`src/rtl/axi_pkg.sv`:
```
// Shared AXI read-address types and default bus widths.
// Widths can be overridden by defining the AXI_* macros before this file.
`ifndef AXI_ID_BITS
`define AXI_ID_BITS 4
`endif
`ifndef AXI_IDS_BITS
`define AXI_IDS_BITS (`AXI_ID_BITS + 4)
`endif
`ifndef AXI_ADDR_BITS
`define AXI_ADDR_BITS 32
`endif
`ifndef AXI_LEN_BITS
`define AXI_LEN_BITS 8
`endif
`ifndef AXI_SIZE_BITS
`define AXI_SIZE_BITS 3
`endif

package axi_pkg;

    typedef enum logic {
        AR_IDLE,
        AR_SEND
    } ar_arb_state_e;

    typedef logic mst_idx_t;

    localparam logic [3:0] TAG_M0_DEF = 4'h1;
    localparam logic [3:0] TAG_M1_DEF = 4'h2;

    typedef struct packed {
        logic [`AXI_IDS_BITS-1:0]  id;
        logic [`AXI_ADDR_BITS-1:0] addr;
        logic [`AXI_LEN_BITS-1:0]  len;
        logic [`AXI_SIZE_BITS-1:0] size;
        logic [1:0]                burst;
    } ar_chan_t;

endpackage

```
`src/rtl/rr_arb2.sv`:
```
// Two-requester grant: the requester named by ptr wins, else the other.
// Pointer state is owned by the instantiating block.
module rr_arb2
    import axi_pkg::*;
(
    input  logic [1:0] req,
    input  logic       en,
    input  mst_idx_t   ptr,
    output logic [1:0] gnt,
    output mst_idx_t   gnt_idx
);

    mst_idx_t alt;

    assign alt = ~ptr;

    always_comb begin
        gnt     = 2'b00;
        gnt_idx = ptr;
        if (en && req[ptr]) begin
            gnt[ptr] = 1'b1;
        end else if (en && req[alt]) begin
            gnt[alt] = 1'b1;
            gnt_idx  = alt;
        end
    end

endmodule

```
`src/rtl/ar_arbiter.sv`:
```
// Two-master AR arbiter feeding a registered, ID-tagged AR channel downstream.
// Define AR_ARB_FIXED_PRIO_EN for fixed M0 priority instead of round-robin.
module ar_arbiter
    import axi_pkg::*;
#(
    parameter logic [3:0] TAG_M0 = TAG_M0_DEF,
    parameter logic [3:0] TAG_M1 = TAG_M1_DEF
) (
    input  logic                      ACLK,
    input  logic                      ARESET,
    input  logic [`AXI_ID_BITS-1:0]   ARID_M0,
    input  logic [`AXI_ADDR_BITS-1:0] ARADDR_M0,
    input  logic [`AXI_LEN_BITS-1:0]  ARLEN_M0,
    input  logic [`AXI_SIZE_BITS-1:0] ARSIZE_M0,
    input  logic [1:0]                ARBURST_M0,
    input  logic                      ARVALID_M0,
    output logic                      ARREADY_M0,
    input  logic [`AXI_ID_BITS-1:0]   ARID_M1,
    input  logic [`AXI_ADDR_BITS-1:0] ARADDR_M1,
    input  logic [`AXI_LEN_BITS-1:0]  ARLEN_M1,
    input  logic [`AXI_SIZE_BITS-1:0] ARSIZE_M1,
    input  logic [1:0]                ARBURST_M1,
    input  logic                      ARVALID_M1,
    output logic                      ARREADY_M1,
    output logic [`AXI_IDS_BITS-1:0]  ARID,
    output logic [`AXI_ADDR_BITS-1:0] ARADDR,
    output logic [`AXI_LEN_BITS-1:0]  ARLEN,
    output logic [`AXI_SIZE_BITS-1:0] ARSIZE,
    output logic [1:0]                ARBURST,
    output logic                      ARVALID,
    input  logic                      ARREADY
);

    ar_arb_state_e state_q, state_d;
    ar_chan_t      ar_q, ar_d;
    logic          can_load;
    logic [1:0]    gnt;
    mst_idx_t      gnt_idx;
    mst_idx_t      rr_ptr;

    // Reset also gates the accept pulses so nothing is taken while held.
    assign can_load = ~ARESET & ((state_q == AR_IDLE) | ARREADY);

    rr_arb2 u_rr_arb2 (
        .req     ({ARVALID_M1, ARVALID_M0}),
        .en      (can_load),
        .ptr     (rr_ptr),
        .gnt     (gnt),
        .gnt_idx (gnt_idx)
    );

`ifdef AR_ARB_FIXED_PRIO_EN
    assign rr_ptr = 1'b0;
`else
    mst_idx_t rr_ptr_q, rr_ptr_d;

    assign rr_ptr = rr_ptr_q;

    always_comb begin
        rr_ptr_d = rr_ptr_q;
        if (|gnt) rr_ptr_d = ~gnt_idx;
    end

    always_ff @(posedge ACLK or posedge ARESET) begin
        if (ARESET) rr_ptr_q <= 1'b0;
        else        rr_ptr_q <= rr_ptr_d;
    end
`endif

    assign ARREADY_M0 = gnt[0];
    assign ARREADY_M1 = gnt[1];

    always_comb begin
        state_d = state_q;
        ar_d    = ar_q;
        if (can_load) begin
            if (|gnt) begin
                state_d = AR_SEND;
                if (gnt_idx) begin
                    ar_d.id    = {TAG_M1, ARID_M1};
                    ar_d.addr  = ARADDR_M1;
                    ar_d.len   = ARLEN_M1;
                    ar_d.size  = ARSIZE_M1;
                    ar_d.burst = ARBURST_M1;
                end else begin
                    ar_d.id    = {TAG_M0, ARID_M0};
                    ar_d.addr  = ARADDR_M0;
                    ar_d.len   = ARLEN_M0;
                    ar_d.size  = ARSIZE_M0;
                    ar_d.burst = ARBURST_M0;
                end
            end else begin
                state_d = AR_IDLE;
            end
        end
    end

    always_ff @(posedge ACLK or posedge ARESET) begin
        if (ARESET) begin
            state_q <= AR_IDLE;
            ar_q    <= '0;
        end else begin
            state_q <= state_d;
            ar_q    <= ar_d;
        end
    end

    assign ARVALID = (state_q == AR_SEND);
    assign ARID    = ar_q.id;
    assign ARADDR  = ar_q.addr;
    assign ARLEN   = ar_q.len;
    assign ARSIZE  = ar_q.size;
    assign ARBURST = ar_q.burst;

endmodule

```
`config.mk`:
```
export PLATFORM = sky130hd
export DESIGN_NAME = ar_arbiter
export DESIGN_NICKNAME = d
export VERILOG_FILES = /design/src/rtl/axi_pkg.sv /design/src/rtl/rr_arb2.sv /design/src/rtl/ar_arbiter.sv
export SDC_FILE = /design/constraint.sdc
export NUM_CORES = 1
export LEC_CHECK = 0
export CAP_MARGIN = 20
export CORE_MARGIN = 10
export CORE_UTILIZATION = 36
export DETAILED_ROUTE_END_ITERATION = 10
export PLACE_DENSITY = 0.78
export SLEW_MARGIN = 15
export SYNTH_ARGS = -nofsm -noshare
export SYNTH_HDL_FRONTEND = slang
export SYNTH_SLANG_ARGS = --single-unit
```
`constraint.sdc`:
```
create_clock -name ACLK -period 3.46 [get_ports ACLK]
set_clock_uncertainty 0.15 [all_clocks]
set_input_delay 1.038 -clock ACLK [delete_from_list [all_inputs] [get_ports ACLK]]
set_output_delay 1.038 -clock ACLK [all_outputs]
set_load 0.01 [all_outputs]
```
==> impl_metrics.json <==
{
  "outcome": "complete, but fails checks",
  "violations": "negative setup slack",
  "start_util_pct": 36.70,
  "cts_tree": "yes",
  "ir_drop_v": 0.0004552,
  "antenna_cells": 0,
  "track_usage_pct": 16.95,
  "die_h_um": 111.1,
  "dp_slack_ns": -0.6245,
  "detail_route.wl_per_cell_um": 19.45,
  "syn_area_um2": 2985,
  "regArea_um2": 1328,
  "hold_path_class": "reg -> reg",
  "relSlewSlack_pct": 50.65,
  "drv_slew": 0,
  "syn_inst": 323,
  "start_kind": "primary input",
  "power_density_nw_per_um2": 789.1,
  "multi_input_area_um2": 1516,
  "cts_sinks": 53,
  "critical-path-max-stage-delay_ns": 0.26,
  "max_freq_ghz": 0.2886,
  "place.gp.congestion": 0.8754,
  "finalSetupViolCount": 1,
  "synth-xor-area-share_pct": 0,
  "ys_seq_area_share_pct": 44.43,
  "synth_edf_count": 0,
  "cp.required_ns": 2.27,
  "ys_ff_latch": 53,
  "synth_compound_area_share_pct": 32.27,
  "drv_cap": 0,
  "fin_ws_ns": -0.005492,
  "synth_top_area_cell": "dfrtp_1",
  "synth-simple-area-share_pct": 14.04,
  "clock_latency_ns": 0.30,
  "layoutNonFillerInstCount": 574,
  "grt_use_met2_pct": 29.72,
  "drt_pass1_iterations": 4,
  "nFillCells": 713,
  "layout-area-overhead-vs-synth_pct": 62.99,
  "path_cells": "dlygate4sd2_1, mux2i_1, nor3_4, ha_4, a31oi_1, o2bb2ai_1, buf_2",
  "antenna_left": 0,
  "place_inst": 564,
  "numCtsBuffers": 5,
  "tightest_slew_ns": 0.7403,
  "clockBufferDepth": 2,
  "synth_fa_ha_area_share_pct": 0.8382,
  "vias": 3161,
  "dpl_cell_area_um2": 4732,
  "yosys.area.top_type_share_pct": 44.43,
  "port_buffers": 156,
  "setup.worst_path.end_class": "primary output",
  "use_met1_pct": 19.40,
  "ys_types": 32,
  "grt_start_max_net_pins": 56,
  "clk_pin_slew_ns": 0.09,
  "synthTopCellsByArea": "dfrtp_1, nand2_1, o211ai_1, o2111ai_1, o2111ai_2",
  "io-pin-count": 159,
  "overflow": 0,
  "hold_viol_final": 0,
  "muxShareOfSynthArea_pct": 1.215,
  "num_rows": 33,
  "drc": 0,
  "cp_max_fo": 3,
  "avgSynthCellArea_um2": 9.243,
  "nNetsFinal": 573,
  "arrival_ns": 2.28,
  "cts_root_buf": "clkbuf_8",
  "top_usage_layer": "met2",
  "fp.dieArea_um2": 12340,
  "crit_type": "in -> out",
  "htree_levels": 2,
  "crit_path_top_delay_cell": "mux2i_1",
  "fp.dieW_um": 111.1,
  "grt_use_met3_pct": 5.736,
  "grt_pass1_vias": 3313,
  "ys_warn_count": 0,
  "finish.instance_area_um2": 4866,
  "grt_pass1_wl_um": 17700,
  "power_leakage_nw": 1.830,
  "synth_top_family_by_area": "compound AO/OA/AOI/OAI gates",
  "viasPerCell": 5.507,
  "hold_slack_ns": 0.3390,
  "drt_iter0_drc": 208,
  "grt_antenna_before_repair": 0,
  "ys.flop_type": "dfrtp_1",
  "post-route-period-util_pct": 100.2,
  "drive_gt1_share_pct": 11.51,
  "post-dp-hpwl_um": 7937,
  "async_flop_share_pct": 100.0,
  "total_power_mw": 3.840,
  "fin_crit_ns": 3.465,
  "core-area_um2": 8134,
  "routed_wl_um": 11170
}
[timing repair]
action / in CTS / in global routing
buffers inserted: 2 / 0
pin swaps: 4 / 3
resized for setup: 16 / 3
setup endpoints to repair: 2 / 2
hold buffers: 0 / 0
[area by class of cell]
cell class	count	area share, %
inverter	2	0.2314
sequential	53	27.28
multi-input combinational	228	31.16
tap	105	2.700
clock inverter	1	0.1029
clock buffer	7	1.980
timing repair buffer	178	36.54
[flip-flops by register name (all words and copies together) (netlist names)]
signal and count:
rr_ptr 1, ARSIZE 3, ARID 6, ARADDR 32, ARLEN 8, ARBURST 2
ARVALID 1
[power by group]
part / internal (mW) / total, mW / switching [mW] / leakage (nW)
Combinational: 1.09 / 2.39 / 1.30 / 1.12
Clock: 0.181 / 0.377 / 0.196 / 0.0542
Sequential: 0.917 / 1.07 / 0.158 / 0.656
Total: 2.18 / 3.84 / 1.66 / 1.83
[critical path: cells and delay by family]
| family | cells | cell delay [ns] |
|---|---|---|
| adders and majority gates | 1 | 0.18 |
| buffers and inverters | 2 | 0.39 |
| AOI/OAI and AO/OA | 2 | 0.33 |
| and+or+nand+nor | 1 | 0.08 |
| muxes | 1 | 0.26 |
[metrics by stage]
| stage | utilization (%) | TNS (ns) |
|---|---|---|
| after floorplan | - | 0 |
| after detailed placement | 58.18 | -1.421 |
| final | 59.82 | -0.005492 |
| after CTS | 59.59 | 0 |
| after global routing | 59.82 | -0.06378 |
| after global placement | 58.18 | -1.048 |
[synthesized netlist by cell type, types with 2 or more instances]
library cell	number
buf_6	3
o211ai_1	49
o21ai_0	3
o2111ai_2	10
inv_1	2
buf_4	4
o2111ai_1	39
o21ai_1	2
dfrtp_1	53
nor2b_1	2
nand2_1	101
a21oi_1	2
nand2b_1	2
clkbuf_1	23
ha_1	2
buf_2	10
[cells by family (layout without fill, tap and decap cells)]
kind of cell | Yosys count | in the layout
adder cells (fa/ha/maj) | 2 | 2
AND/OR/NAND/NOR | 108 | 108
multiplexers | 3 | 3
buffers and inverters | 43 | 188
AO/OA/AOI/OAI | 113 | 113
other | 1 | 2
flip-flops | 53 | 53
[final timing paths]
| kind | startpoint | end | slack (ns) | depth (start not counted) |
|---|---|---|---|---|
| min in group asynchronous | ARESET | ARVALID | 1.08 | 4 |
| min | ARID[4] | ARID[4] | 0.34 | 2 |
| max in group asynchronous | ARESET | rr_ptr | 1.58 | 4 |
| min reg2reg | ARID[4] | ARID[4] | 0.34 | 2 |
| max | ARVALID_M0 | ARREADY_M1 | -0.005 | 7 |
| max reg2reg | rr_ptr | ARADDR[22] | 0.89 | 10 |
[layer usage]
metal  vias to the layer above  share of wire [%]
met5                         -                  0
met4                         0                1.3
met3                        12                7.1
met2                       105                 51
met1                      1551                 40
li1                       1493                  -
[placed cells by master, fill, tap and decap left out, drive strengths merged, types with 2 or more instances in the layout]
| cell | n |
|---|---|
| a21oi | 3 |
| buf | 24 |
| clkbuf | 7 |
| clkdlybuf4s50 | 150 |
| conb | 2 |
| dfrtp | 53 |
| dlygate4sd2 | 3 |
| ha | 2 |
| mux2 | 2 |
| nand2 | 101 |
| nand2b | 2 |
| nor2b | 2 |
| o2111ai | 49 |
| o211ai | 50 |
| o21ai | 5 |
(Power assumes the default switching activity.)
